**config.mk**
```make
export PLATFORM = sky130hd
export DESIGN_NAME = arb_client_bank_flat
export DESIGN_NICKNAME = d
export VERILOG_FILES = /design/src/rtl/arb_client_bank_if.sv /design/src/rtl/arb_client_bank.sv /design/src/flat_wrapper.sv
export SDC_FILE = /design/constraint.sdc
export NUM_CORES = 1
export LEC_CHECK = 0
export ABC_AREA = 1
export BUFFER_PORTS_ARGS = -buffer_cell sky130_fd_sc_hd__buf_2
export CORE_ASPECT_RATIO = 0.5
export CORE_MARGIN = 4
export CORE_UTILIZATION = 63
export DETAILED_ROUTE_END_ITERATION = 10
export PLACE_DENSITY = 0.91
export SLEW_MARGIN = 20
export SYNTH_ARGS = -nofsm -noshare
export SYNTH_HDL_FRONTEND = slang
export SYNTH_SLANG_ARGS = --single-unit
export TNS_END_PERCENT = 5
```
**constraint.sdc**
```tcl
create_clock -name clk -period 2.8 [get_ports clk]
set_input_delay 0.84 -clock clk [delete_from_list [all_inputs] [get_ports clk]]
set_output_delay 0.84 -clock clk [all_outputs]
set_load 0.05 [all_outputs]
```
**src/rtl/arb_client_bank_if.sv**
```systemverilog
// Bus between the arbiter client bank and its job source and arbiter.
// The client bank uses the master modport; the job source and arbiter side use slave.
interface arb_client_bank_if #(
    parameter int LEN_W = 4
);
    logic [3:0]         job_valid;
    logic [4*LEN_W-1:0] job_len;
    logic [3:0]         job_ready;
    logic [3:0]         REQ;
    logic [3:0]         GNT;
    logic [3:0]         beat_valid;
    logic [3:0]         done;
    logic [3:0]         starve;
    logic [3:0]         starve_clr;
    logic               gnt_err;

    modport master (
        input  job_valid, job_len, GNT, starve_clr,
        output job_ready, REQ, beat_valid, done, starve, gnt_err
    );

    modport slave (
        output job_valid, job_len, GNT, starve_clr,
        input  job_ready, REQ, beat_valid, done, starve, gnt_err
    );
endinterface

```
**src/rtl/arb_client_bank.sv**
```systemverilog
// Requester side of a 4-way arbiter: one burst job per channel, beat counting,
// starvation tracking and a sticky grant-protocol error flag.
module arb_client_bank #(
    parameter int LEN_W    = 4,
    parameter int WAIT_MAX = 15
) (
    input  logic                 clk,
    input  logic                 reset,
    arb_client_bank_if.master    bus
);
    localparam int          CNT_W    = LEN_W + 1;
    localparam logic [7:0]  WAIT_LIM = 8'(WAIT_MAX);

    typedef enum logic [1:0] {
        IDLE   = 2'd0,
        ACTIVE = 2'd1,
        GAP    = 2'd2
    } state_t;

    logic [3:0] idle_gnt;
    logic       multi_gnt;
    logic       gnt_err_reg;
    logic       gnt_err_next;

    genvar gi;
    generate
        for (gi = 0; gi < 4; gi++) begin : g_chan
            state_t             state_reg;
            state_t             state_next;
            logic [CNT_W-1:0]   remaining_reg;
            logic [CNT_W-1:0]   remaining_next;
            logic [7:0]         wait_reg;
            logic [7:0]         wait_next;
            logic               starve_reg;
            logic               starve_next;
            logic               starve_set;
            logic               gnt;
            logic [LEN_W-1:0]   len;
            logic               ready_c;
            logic               req_c;
            logic               beat_c;
            logic               done_c;

            assign gnt = bus.GNT[gi];
            assign len = bus.job_len[gi*LEN_W +: LEN_W];

            always_ff @(posedge clk or negedge reset) begin
                if (!reset) begin
                    state_reg     <= IDLE;
                    remaining_reg <= '0;
                    wait_reg      <= '0;
                    starve_reg    <= 1'b0;
                end else begin
                    state_reg     <= state_next;
                    remaining_reg <= remaining_next;
                    wait_reg      <= wait_next;
                    starve_reg    <= starve_next;
                end
            end

            // A missing grant just holds the burst; the wait counter tracks how long.
            always_comb begin
                state_next     = state_reg;
                remaining_next = remaining_reg;
                wait_next      = '0;
                starve_set     = 1'b0;
                case (state_reg)
                    IDLE: begin
                        if (bus.job_valid[gi]) begin
                            state_next     = ACTIVE;
                            remaining_next = {1'b0, len} + CNT_W'(1);
                        end
                    end
                    ACTIVE: begin
                        if (gnt) begin
                            remaining_next = remaining_reg - CNT_W'(1);
                            if (remaining_reg == CNT_W'(1)) begin
                                state_next = GAP;
                            end
                        end else begin
                            wait_next  = (wait_reg == WAIT_LIM) ? wait_reg : wait_reg + 8'd1;
                            starve_set = (wait_next == WAIT_LIM);
                        end
                    end
                    GAP: begin
                        state_next = IDLE;
                    end
                    default: begin
                        state_next = IDLE;
                    end
                endcase
                starve_next = starve_set | (starve_reg & ~bus.starve_clr[gi]);
            end

            // GAP swallows the stale grant that follows the final beat.
            always_comb begin
                ready_c = 1'b0;
                req_c   = 1'b0;
                beat_c  = 1'b0;
                done_c  = 1'b0;
                case (state_reg)
                    IDLE: begin
                        ready_c = 1'b1;
                    end
                    ACTIVE: begin
                        req_c  = 1'b1;
                        beat_c = gnt;
                        done_c = gnt && (remaining_reg == CNT_W'(1));
                    end
                    default: begin
                    end
                endcase
            end

            assign bus.job_ready[gi]  = ready_c;
            assign bus.REQ[gi]        = req_c;
            assign bus.beat_valid[gi] = beat_c;
            assign bus.done[gi]       = done_c;
            assign bus.starve[gi]     = starve_reg;
            assign idle_gnt[gi]       = (state_reg == IDLE) && gnt;
        end
    endgenerate

    assign multi_gnt    = (bus.GNT & (bus.GNT - 4'd1)) != 4'd0;
    assign gnt_err_next = gnt_err_reg | multi_gnt | (|idle_gnt);

    always_ff @(posedge clk or negedge reset) begin
        if (!reset) begin
            gnt_err_reg <= 1'b0;
        end else begin
            gnt_err_reg <= gnt_err_next;
        end
    end

    assign bus.gnt_err = gnt_err_reg;
endmodule

```
**src/flat_wrapper.sv**
```systemverilog
// flat-port wrapper written by rule: the top's interface ports become plain ports
module arb_client_bank_flat 
#(
    parameter int LEN_W    = 4,
    parameter int WAIT_MAX = 15
)
  (clk, reset, bus_job_valid, bus_job_len, bus_GNT, bus_starve_clr, bus_job_ready, bus_REQ, bus_beat_valid, bus_done, bus_starve, bus_gnt_err);
  arb_client_bank_if #(.LEN_W(LEN_W)) bus_i ();
  input  logic clk;
  input  logic reset;
  input wire logic [$bits(bus_i.job_valid)-1:0] bus_job_valid;
  input wire logic [$bits(bus_i.job_len)-1:0] bus_job_len;
  input wire logic [$bits(bus_i.GNT)-1:0] bus_GNT;
  input wire logic [$bits(bus_i.starve_clr)-1:0] bus_starve_clr;
  output wire logic [$bits(bus_i.job_ready)-1:0] bus_job_ready;
  output wire logic [$bits(bus_i.REQ)-1:0] bus_REQ;
  output wire logic [$bits(bus_i.beat_valid)-1:0] bus_beat_valid;
  output wire logic [$bits(bus_i.done)-1:0] bus_done;
  output wire logic [$bits(bus_i.starve)-1:0] bus_starve;
  output wire logic [$bits(bus_i.gnt_err)-1:0] bus_gnt_err;
  assign bus_i.job_valid = bus_job_valid;
  assign bus_i.job_len = bus_job_len;
  assign bus_i.GNT = bus_GNT;
  assign bus_i.starve_clr = bus_starve_clr;
  assign bus_job_ready = bus_i.job_ready;
  assign bus_REQ = bus_i.REQ;
  assign bus_beat_valid = bus_i.beat_valid;
  assign bus_done = bus_i.done;
  assign bus_starve = bus_i.starve;
  assign bus_gnt_err = bus_i.gnt_err;
  arb_client_bank #(.LEN_W(LEN_W), .WAIT_MAX(WAIT_MAX)) u_core (.clk(clk), .reset(reset), .bus(bus_i));
endmodule
```
* Word-level counts from Yosys, hierarchy flattened *
Index checks and enable logic that the tools add are counted.

word-level totals
  bits in registers = 65
  input port bits = 30
  output and inout bits = 21
  word-level logic and storage cells = 163

cells by class
  add/subtract/negate cells = 13
  eq/ne operators = 28
  mux-type cells = 64
  bitwise gates (word level) = 15
  reductions and logical operators = 26

operator list
  operator                                               count
  two-way mux 8 bit                                      12
  equality test 8 x 4 -> 1 bit, second input constant    8
  two-way mux 5 bit                                      8
  case mux 5 bit (2 select lines)                        4
  adder 8 x 1 -> 8 bit, second input constant            4
  two-way mux 1 bit                                      24
  two-way mux 2 bit                                      12
  AND reduction 3 bit                                    8
  adder 4 x 1 -> 5 bit, second input constant            4
  equality test 5 x 1 -> 1 bit, second input constant    4
  subtractor 5 x 1 -> 5 bit, second input constant       4
  inequality test 2 bit, second input constant           8
  case mux 2 bit (2 select lines)                        4
  equality test 2 x 1 -> 1 bit, second input constant    4
  logical AND 1 bit                                      8
  logical NOT 2 bit                                      4
  inequality test 2 x 1 -> 1 bit, second input constant  4
  nonzero test 2 bit                                     4
  OR 1 bit                                               6
  bitwise AND 1 bit                                      4
  bitwise AND 4 bit                                      1
  NOT 1 bit                                              4
  nonzero test 4 bit                                     1
  OR reduction 4 bit                                     1
  subtractor 4 x 1 -> 4 bit, second input constant       1

* Depth between registers and ports, before layout *
  word-level depth = 6
  mapped depth = 9
  gate-level depth less buffers = 9

* Worst setup path before layout *
Ideal clock, no wire load.

  kind = input to output
  start point = input port bus_GNT[2]
  end point = output port bus_done[2]
  arrival = 1.282 ns
  data required time = 1.960 ns
  setup slack = 0.678 ns
  cell stages on the path = 3
  buffers on the path = 1
  cell sequence = inv_1 -> nor3_1 -> buf_4

on the way
  cells in the longest elaborated chain, start to end = 2

RTL lines
  item                RTL line                text
  start: declaration  flat_wrapper.sv:13      input wire logic [$bits(bus_i.GNT)-1:0] bus_GNT;
  logical AND 1 bit   arb_client_bank.sv:108  done_c = gnt && (remaining_reg == CNT_W'(1));
  two-way mux 1 bit   arb_client_bank.sv:101  case (state_reg)
  end: declaration    flat_wrapper.sv:18      output wire logic [$bits(bus_i.done)-1:0] bus_done;

No other way between the ends.

* Worst setup path in the final report *
  start point = register u_core.g_chan[0].state_reg[1]
  end point = output port bus_done[0]

on the way
  cells in the longest elaborated chain, start to end = 2

RTL lines
  item                          RTL line                text
  start: declaration            arb_client_bank.sv:28   state_t state_reg;
  start signal: assignment      arb_client_bank.sv:54   state_reg <= state_next;
  equality test 2 x 1 -> 1 bit  arb_client_bank.sv:101
  two-way mux 1 bit             arb_client_bank.sv:101

No other way between the ends.

==> metrics <==
Remaining DRCs 0; GPL Wtd Cong 0.858; Vias/cell 5.46; Post-DRT Antenna Nets 0; Seq/Total Area, Yosys 38.6%; drt first pass iters 5; io pins 51; PortBufs 50; status completed; largest net degree at the start of global routing 29; Layout Skew 0.00832 ns; CTS Hold Bufs 0; DR iter-0 viols 282; post-synthesis average cell area 7.55 sq um; Final setup violation count 0; final core utilization 75.3%; GRT Util Overall 24.0%; CTS Sinks 65; pre-CTS setup slack 0.411 ns; Post-DP HPWL 6430 microns; Fin. Hold Viols 0; initial antenna violation count 0; Worst R2R Start u_core.g_chan[0].state_reg[1]$_DFFE_PN0P_; effective utilization at floorplan 67.2%; Worst R2R Setup Slack 1.22 ns; worst skew pair latency 0.33 ns; commonest non-fill, non-tap cell in the layout nand2_1; hold depth 2; setup TNS 0 ns; VDD IR max 0.000593 V; commonest cells after routing, fill and taps aside 121 x nand2_1, 73 x inv_1, 65 x nor2_1, 65 x dfrtp_1, 50 x buf_2; clock tree from TritonCTS yes; H-tree Lvls 3; Pleak 2.41 nW; Post-Syn Instances 559; Cell Rows 20; Resized cells post-CTS 0; worst reg2reg endpoint u_core.g_chan[0].remaining_reg[2]$_DFFE_PN0P_; die area 8150 sq um; Max-Cap Viols 0; CTS clk-pin slew, worst paths 0.05 ns; Yosys cell types 33; critical path capture point type output port; crit-path max FO 11; number of global-route vias before repair 3,629; Ant. Diodes 0; Die Width 124 microns; worst reg2reg path depth 7; core footprint 6280 sq um; RSZ-0062 raised after global routing false; first-pass GRT wire length 15,400 microns; kind of critical path register to output port; Worst Hold Endpoint u_core.g_chan[3].starve_reg$_DFF_PN0_; Data arrival, critical path 1.71 ns; Rel. slew slack 60.1%; TritonCTS buffer count 9; fin crit period 2.55 ns; Hold Crit Class register to register; DR WL/cell 12.7 microns; max FFs per register 32; final setup margin 0.248 ns; Root Buffer clkbuf_16; postcts setup bufs 0; worst hold path startpoint u_core.g_chan[3].starve_reg$_DFF_PN0_; Max Root-Sink Buffers 2; crit share post-route 91.2%; WL final 8840 microns; grt ovf 0; Syn Nets 605; post-synthesis cell area 4220 sq um; Crit path required time 1.96 ns; fmax 392 MHz; Pwr Density 875 nW/um^2; Final Slew Violations 0; Area Growth Syn to Fin 12.2%; DR vias 3,791; Nets 647; height of the chip 65.9 microns; startpoint types register; Yosys warning total 0; DP Area 4460 sq um; layout cells sized above 1 16.5%; design area 4730 sq um; Synth Register Bits 65; Tightest Pin Transition 0.599 ns
worst max-delay path: stages (launching register included):
cell,delay [ns]
dfrtp_1,0.39
inv_1,0.06
nand2_1,0.10
inv_1,0.25
nand2_1,0.18
nor2_1,0.13
buf_2,0.27
stage by stage:
step	total power (W)	hold WS [ns]	cells
3_3_place_gp	0.00301	0.461	678
3_5_place_dp	0.00308	0.466	678
6_report	0.00414	0.474	694
4_1_cts	0.00414	0.479	694
5_1_grt	0.00445	0.493	694
2_1_floorplan	0.00278	0.449	559
layer usage:
layer	wire length, microns	vias up	track usage [%]
li1	-	1909	-
met1	3680	1751	27.9
met2	4500	107	42.8
met3	463	24	6.07
met4	200	0	9.24
met5	0	-	0
layout make-up:
cell class	instances	area (sq um)
Timing Repair Buffer	54	293
Sequential cell	65	1630
Inverter	76	285
Clock buffer	13	260
Fill cell	438	1550
Clock inverter	3	15.0
Multi-Input combinational cell	395	2140
Tap cell	88	110
report_power, final:
group          leakage, nW  internal, W  switching (W)
combinational         1.42     0.000543        0.00121
sequential           0.848      0.00116       0.000202
clock                0.139     0.000642       0.000387
kinds of logic (layout without fill, tap and decap cells):
group	count (synthesis)	in the layout	synth area share [%]
compound gates	77	77	11.2
xor+xnor	14	14	2.91
fa+ha+maj	16	16	4.75
buf+inv	99	146	10.7
flops	65	65	38.6
simple gates	288	288	31.9
synthesized netlist by cell type:
cell	instances	share of area [%]
ha_1	16	4.7
buf_2	3	0.36
o22ai_1	1	0.15
xor2_1	4	0.83
xnor2_1	10	2.1
nand4_1	21	3.1
nand3b_1	2	0.36
inv_2	2	0.18
inv_1	73	6.5
nand3_1	47	5.6
o21ai_2	4	0.83
nor2_8	1	0.47
o21bai_1	8	1.4
a22oi_1	2	0.36
a31oi_1	4	0.59
a211oi_1	2	0.36
o21ai_1	2	0.24
nand3_2	3	0.71
clkinv_1	1	0.089
a21oi_1	12	1.4
a22o_1	1	0.21
nor2_2	6	0.89
o31ai_1	6	1.1
nor3_1	6	0.71
nand2_1	121	11
o211ai_1	7	1.2
nor2_4	5	1.3
dfrtp_1	65	39
o21ai_0	28	3.3
nand3_4	2	0.83
nand2_2	9	1.3
nor2_1	65	5.8
buf_4	20	3.6
how the worst max path moves through the flow:
stage / from / end / slack [ns] / cells after the start
floorplan: bus_GNT[2] / bus_done[2] / 0.68 / 3
global placement: bus_GNT[1] / bus_done[1] / 0.43 / 4
detailed placement: bus_GNT[1] / bus_done[1] / 0.41 / 4
CTS: u_core.g_chan[0].state_reg[1]$_DFFE_PN0P_ / bus_done[0] / 0.26 / 6
global route: u_core.g_chan[0].state_reg[1]$_DFFE_PN0P_ / bus_done[0] / 0.09 / 6
finish: u_core.g_chan[0].state_reg[1]$_DFFE_PN0P_ / bus_done[0] / 0.25 / 6
(Power assumes the default switching activity.)
